--- config.mk ---
export PLATFORM = sky130hd
export DESIGN_NAME = riscv_soft_fetch
export DESIGN_NICKNAME = d
export VERILOG_FILES = /design/src/rtl/riscv_soft_fetch.sv
export SDC_FILE = /design/constraint.sdc
export NUM_CORES = 1
export LEC_CHECK = 0
export BUFFER_PORTS_ARGS = -buffer_cell sky130_fd_sc_hd__buf_2
export CAP_MARGIN = 15
export CORE_ASPECT_RATIO = 1.25
export CORE_UTILIZATION = 40
export CTS_BUF_LIST = sky130_fd_sc_hd__clkbuf_4 sky130_fd_sc_hd__clkbuf_8
export CTS_CLUSTER_DIAMETER = 200
export DETAILED_ROUTE_END_ITERATION = 6
export PLACE_DENSITY_LB_ADDON = 0.2
export SYNTH_ARGS = -nofsm -noshare
export SYNTH_HDL_FRONTEND = slang
export SYNTH_SLANG_ARGS = --single-unit
export TNS_END_PERCENT = 1
--- constraint.sdc ---
create_clock -name clk -period 2.75 [get_ports clk]
set_clock_uncertainty 0.05 [all_clocks]
set_input_delay 0.4125 -clock clk [delete_from_list [all_inputs] [get_ports clk]]
set_output_delay 0.4125 -clock clk [all_outputs]
set_load 0.01 [all_outputs]
--- src/rtl/riscv_soft_fetch.sv ---
// rtl/riscv_soft_fetch.sv - instruction fetch stage: PC, icache request/response, instruction FIFO
//
// Purpose:
//   Issues sequential word fetches to the instruction cache, collects the
//   in-order responses into a DEPTH-entry FIFO of {inst, pc}, and hands them
//   to execute over a valid/ready handshake. A redirect from execute moves
//   the fetch PC, flushes the FIFO and marks every in-flight response to be
//   discarded on arrival.
//
// Ports:
//   clk, reset            clock, asynchronous active-high reset
//   i_cache_req_*         request handshake (valid/ready, word address)
//   i_cache_resp_*        in-order responses, no backpressure
//   redirect_valid/pc     new fetch target from execute
//   inst_valid/ready      FIFO head handshake toward execute
//   inst_data/pc          FIFO head contents (zero while empty)
module riscv_soft_fetch #(
  parameter int                 XPR_LEN  = 32,
  parameter logic [XPR_LEN-1:0] RESET_PC = 32'h0000_0200,
  parameter int                 DEPTH    = 4
) (
  input  logic               clk,
  input  logic               reset,
  input  logic               i_cache_req_ready,
  output logic               i_cache_req_valid,
  output logic [XPR_LEN-1:0] i_cache_req_addr,
  input  logic               i_cache_resp_valid,
  input  logic [31:0]        i_cache_resp_data,
  input  logic               redirect_valid,
  input  logic [XPR_LEN-1:0] redirect_pc,
  output logic               inst_valid,
  input  logic               inst_ready,
  output logic [31:0]        inst_data,
  output logic [XPR_LEN-1:0] inst_pc
);

  localparam int PW = $clog2(DEPTH);
  localparam int CW = PW + 1;
  localparam logic [CW-1:0] DEPTH_N = CW'(DEPTH);

  logic [XPR_LEN-1:0] fetch_pc;
  logic [XPR_LEN-1:0] resp_pc;
  logic [CW-1:0]      outstanding;
  logic [CW-1:0]      drop_cnt;
  logic [CW-1:0]      count;
  logic [PW-1:0]      wr_ptr;
  logic [PW-1:0]      rd_ptr;

  logic [31:0]        inst_mem [DEPTH];
  logic [XPR_LEN-1:0] pc_mem   [DEPTH];

  logic               req_fire;
  logic               push;
  logic               pop;
  logic [CW:0]        credit_used;
  logic [XPR_LEN-1:0] target_pc;
  logic               unused_pc_bits;

  assign target_pc      = {redirect_pc[XPR_LEN-1:2], 2'b00};
  assign unused_pc_bits = ^redirect_pc[1:0];

  // A request is only offered when its response is guaranteed a FIFO slot:
  // in-flight plus buffered entries never exceed DEPTH.
  assign credit_used       = {1'b0, outstanding} + {1'b0, count};
  assign i_cache_req_valid = !reset && !redirect_valid && (credit_used < {1'b0, DEPTH_N});
  assign i_cache_req_addr  = fetch_pc;
  assign req_fire          = i_cache_req_valid && i_cache_req_ready;

  // Responses owed to a pre-redirect request (drop_cnt) or arriving in the
  // redirect cycle itself never enter the FIFO.
  assign push = i_cache_resp_valid && !redirect_valid && (drop_cnt == '0);
  assign pop  = inst_valid && inst_ready;

  assign inst_valid = (count != '0);
  assign inst_data  = inst_valid ? inst_mem[rd_ptr] : 32'h0;
  assign inst_pc    = inst_valid ? pc_mem[rd_ptr]   : '0;

  always_ff @(posedge clk or posedge reset) begin
    if (reset) begin
      fetch_pc    <= RESET_PC;
      resp_pc     <= RESET_PC;
      outstanding <= '0;
      drop_cnt    <= '0;
      count       <= '0;
      wr_ptr      <= '0;
      rd_ptr      <= '0;
    end else if (redirect_valid) begin
      fetch_pc    <= target_pc;
      resp_pc     <= target_pc;
      count       <= '0;
      wr_ptr      <= '0;
      rd_ptr      <= '0;
      // Every request still unanswered after this cycle is stale. Dropped
      // responses are still counted in outstanding, so this subsumes the
      // old drop_cnt.
      outstanding <= outstanding - CW'(i_cache_resp_valid);
      drop_cnt    <= outstanding - CW'(i_cache_resp_valid);
    end else begin
      if (req_fire) begin
        fetch_pc <= fetch_pc + XPR_LEN'(4);
      end
      outstanding <= outstanding + CW'(req_fire) - CW'(i_cache_resp_valid);
      if (i_cache_resp_valid && (drop_cnt != '0)) begin
        drop_cnt <= drop_cnt - CW'(1);
      end
      if (push) begin
        wr_ptr  <= wr_ptr + PW'(1);
        resp_pc <= resp_pc + XPR_LEN'(4);
      end
      if (pop) begin
        rd_ptr <= rd_ptr + PW'(1);
      end
      count <= count + CW'(push) - CW'(pop);
    end
  end

  // Storage needs no reset: the outputs are masked while the FIFO is empty.
  always_ff @(posedge clk) begin
    if (push) begin
      inst_mem[wr_ptr] <= i_cache_resp_data;
      pc_mem[wr_ptr]   <= resp_pc;
    end
  end

  a_no_overflow: assert property (@(posedge clk) disable iff (reset) push |-> (count != DEPTH_N));

endmodule

# Word level (Yosys, flattened, before mapping)
# Memory sizes are Yosys's and may differ from the RTL's.
# Index checks and enable logic that the tools add are counted.
# totals
register_bits	77
mem_bits_rw	256
in_bits	70
out_inout_bits	98
word_cells	53
memories	2
# classes
add_sub_neg	11
magnitude_cmp	1
mux	16
n_reduce_logical	16
# mem_list
name	words	word_bits	rd	rd_ports_with_merged_regs	write_ports	line_no	source
inst_mem	4	32	1	0	1	49	logic [31:0] inst_mem [DEPTH];
pc_mem	4	32	1	0	1	50	logic [XPR_LEN-1:0] pc_mem [DEPTH];
# ops
operator	n
$mux 32	6
$add 32x3->32 const B	2
$mux 3	4
$sub 3x1->3	3
$mux 2	4
$reduce_bool 2->1	4
$logic_and 1x1->1	7
$add 3x1->3	2
$reduce_bool 3->1	2
$add 2x1->2 const B	2
$add 3x3->4	1
$lt 4x3->1 const B	1
$logic_not 3->1	1
$sub 3x1->3 const B	1
$logic_not 1->1	2
$mux 1	2

# Depth between registers and ports, before layout
# depth
depth_word	7
ltp_mapped	13
depth_no_buf	12

# Worst setup path after synthesis
# OpenSTA, ideal clock, no wires.
# synth_path
kind	reg-to-reg
startpoint	reg drop_cnt[0]
endpoint	mem inst_mem[0][0] (enable)
setup_time_ns	0.427
arrival_time_ns	2.595
required_time_ns	2.273
setup_slack_ns	-0.321
path_stages_with_launch	6
path_buffers	0
synth_period_minus_slack_ns	3.071
path_cell_list	dfrtp_1 inv_1 ha_1 nand3b_1 nor2_1 and2_1
# synth_between
elab_chain_cells	4
# synth_rtl
item	line_no	source
from (decl)	44	logic [CW-1:0] drop_cnt;
from (signal assigned)	97	drop_cnt <= outstanding - CW'(i_cache_resp_valid);
from (signal assigned)	104	drop_cnt <= drop_cnt - CW'(1);
$logic_not 3->1	71	assign push = i_cache_resp_valid && !redirect_valid && (drop_cnt == '0);
$logic_and 1x1->1	71	
$mux 1	119	if (push) begin
$mux 1 (implied by the code)	120	inst_mem[wr_ptr] <= i_cache_resp_data;
to (decl)	49	
# Every way passes these cells.

# Worst setup path in the final report
# layout_path
startpoint	reg rd_ptr[0]
endpoint	out inst_pc[25]
# layout_between
elab_chain_cells	2
# layout_rtl
item	line_no	source
from (decl)	47	logic [PW-1:0] rd_ptr;
from (signal assigned)	111	rd_ptr <= rd_ptr + PW'(1);
$mem_v2 4x32	n/a	
$mux 32	76	assign inst_pc = inst_valid ? pc_mem[rd_ptr] : '0;
to (decl)	34	output logic [XPR_LEN-1:0] inst_pc
# Every way passes these cells.

==> results.md <==
- Clk sinks: 321
- Starting Density: 41.0%
- Highest ir drop seen on vdd: 0.000427 V
- Run status: finished with violations
- RR Startpoint: count[2]
- Crit path DAT: 2.27 ns
- Drt first-iter violations: 399
- Row count: 74
- Max_cap viols: 0
- Worst-Skew Late Latency: 0.60 ns
- Area Growth Syn to Fin: 22.6%
- CP Max Fanout: 20
- Die Y: 208 microns
- Total Routing Usage GR: 17.0%
- Post-CTS Setup Inserts: 0
- Post-Layout Inst Area: 0.0166 sq mm
- Final Critical Period: 2.73 ns
- Post-DR vias/cell: 5.15
- Yosys Warn Count: 0
- Layout cells sized above 1: 31.3%
- CTS tree: yes
- Final WS setup: 0.0171 ns
- CTS clock-pin slew for the worst setup and hold paths: 0.06 ns
- Global placer's final weighted congestion: 0.825
- Dominant synthesized flop cell: edfxtp_1
- Post-synthesis sequential area ratio: 68.6%
- Commonest non-fill, non-tap cell in the layout: edfxtp_1
- Total gr overflow: 0
- Worst slack, placed: 0.0400 ns
- Synthesized cell area: 0.0135 sq mm
- Vias: 8053
- Crit Path Class: reg -> out
- Remaining antenna violation count: 0
- CTS Buffer Depth: 3
- Crit path required time: 2.29 ns
- DP HPWL: 18000 microns
- Failing checks: design-rule violations
- Placed Cells: 1416
- Initial DRT Pass Iterations: 7
- Slew headroom: 54.3%
- PwrDens: 807 mW/mm^2
- Root Buffer: clkbuf_8
- Fill cells: 2875
- Number of synthesized flops with an enable pin: 248
- Final setup vio count: 0
- Cell Area, Placed: 0.0150 sq mm
- Vias in the first global route: 8350
- I/O Pins: 168
- Port buffer count: 161
- Asr flop ratio synth: 22.7%
- Top cells by area, synth: edfxtp_1 55%, dfrtp_1 13%, mux4_2 10%
- Ant diodes: 0
- H-Tree Level Count: 2
- Die X-Extent: 166 microns
- P_leak: 0.00606 uW
- Synthesized instance count: 848
- Final hold vios: 0
- Routed WL: 28600 microns
- RSZ-0062 raised after global routing: yes
- Period utilization: 99.4%
- Hold Worst Slack: 0.0264 ns
- Unique masters post-synth: 47
- Area share of the largest cell type after synthesis: 55.0%
- Crit end category: primary output
- Startpoint Class: flop
- Total CTS buffers: 51
- Yosys top cell by area: edfxtp_1
- Commonest cells after routing, fill and taps aside: 248 x edfxtp_1, 160 x buf_2, 70 x and2_1
- Remaining DRCs: 12
- Fin. max-slew vios: 0
- Core area: 0.0330 sq mm
- Hold_sp: redirect_pc[16]
- Drt wl/cell: 18.3 microns
- Mean post-synth cell area: 16.0 sq um
- CP Launch Point: rd_ptr[0]
- Largest net degree at the start of global routing: 64
- Min-delay worst type: in -> reg
- Nets@finish: 1191
- Number of synthesized register bits: 321
- Post-Layout Cell Count: 1564
- Least-Margin Pin Slew: 0.685 ns
- Initial antenna violation count: 0
- Die ar.: 0.0346 sq mm
- Maximum clock rate: 366 MHz
- Setup TNS: 0 ns
- Global-route wire length before repair: 45800 microns
## repair_timing
item | CTS | global route
endpoints found under the setup margin | 62 | 69
hold endpoints to repair | 227 | 0
hold buffers | 52 | 0
gates resized for setup | 1 | 3
pin swaps | 0 | 1
## cell type report
type	instances	area [sq um]	area share [%]
clock buffer	73	886	5.34
clock inverter	23	140	0.845
inverter	17	63.8	0.385
multi-input combinational	473	4030	24.3
sequential	321	9280	56.0
tap	418	523	3.15
timing repair buffer	239	1650	9.97
## sequential cells by signal, indices dropped and copies added, names as in the netlist
register          flops
inst_mem            128
drop_cnt              3
i_cache_req_addr     30
outstanding           3
pc_mem              120
resp_pc              30
count                 3
wr_ptr                2
rd_ptr                2
## cell usage after synthesis, types with 4 or more instances
cell,instances
mux4_2,62
clkbuf_1,23
ha_1,16
buf_2,8
nand2_1,56
o311ai_0,13
xor2_1,26
o21ai_0,45
nor2_1,31
a21oi_1,11
and3_1,8
o211ai_1,15
nand4_1,21
nor3_1,5
dfrtp_1,71
edfxtp_1,248
buf_4,4
nand3_1,31
nand3b_1,4
nor4_2,4
and2_1,74
inv_1,16
xnor2_1,14
buf_1,5
## worst max-delay path, cell delays in order, from the launching register on
cell and delay [ns]:
dfrtp_4 0.54, buf_12 0.23, mux4_2 0.58, and2_1 0.18, buf_2 0.13
## report_power, final
| part | switching, uW | internal [uW] | total [uW] |
|---|---|---|---|
| combinational | 1790 | 1730 | 3520 |
| sequential | 301 | 5540 | 5840 |
| clock | 1840 | 2180 | 4020 |
## routing by layer
metal | vias to the layer above | GRT usage (%) | wire length (microns)
li1 | 3773 | - | -
met1 | 3985 | 21.2 | 11900
met2 | 242 | 29.6 | 14500
met3 | 53 | 3.22 | 1540
met4 | 0 | 5.87 | 652
met5 | - | 0 | 0
## cell families after synthesis
| logic type | after synthesis | synth area share [%] |
|---|---|---|
| xor+xnor | 40 | 2.59 |
| mux | 68 | 10.8 |
| simple gates | 252 | 10.3 |
| other cells | 1 | 0.0277 |
| fa+ha+maj | 18 | 1.78 |
| buf+inv | 57 | 1.77 |
| compound gates | 91 | 4.17 |
| flops | 321 | 68.6 |
## stage by stage
stage,util [%],total power [uW]
4_1_cts,50.3,13600
2_1_floorplan,-,8110
3_5_place_dp,45.6,9490
3_3_place_gp,45.6,9470
5_1_grt,50.3,14100
6_report,50.3,13400
## worst paths after layout
path,end,slack (ns),cells after the start
min reg2reg,drop_cnt[1],0.52,2
max,inst_pc[25],0.02,4
max reg2reg,outstanding[2],0.07,11
min in group asynchronous,drop_cnt[0],0.22,3
min,resp_pc[16],0.03,3
max in group asynchronous,resp_pc[9],1.81,4
No activity file was read; power rests on OpenSTA's default activity.
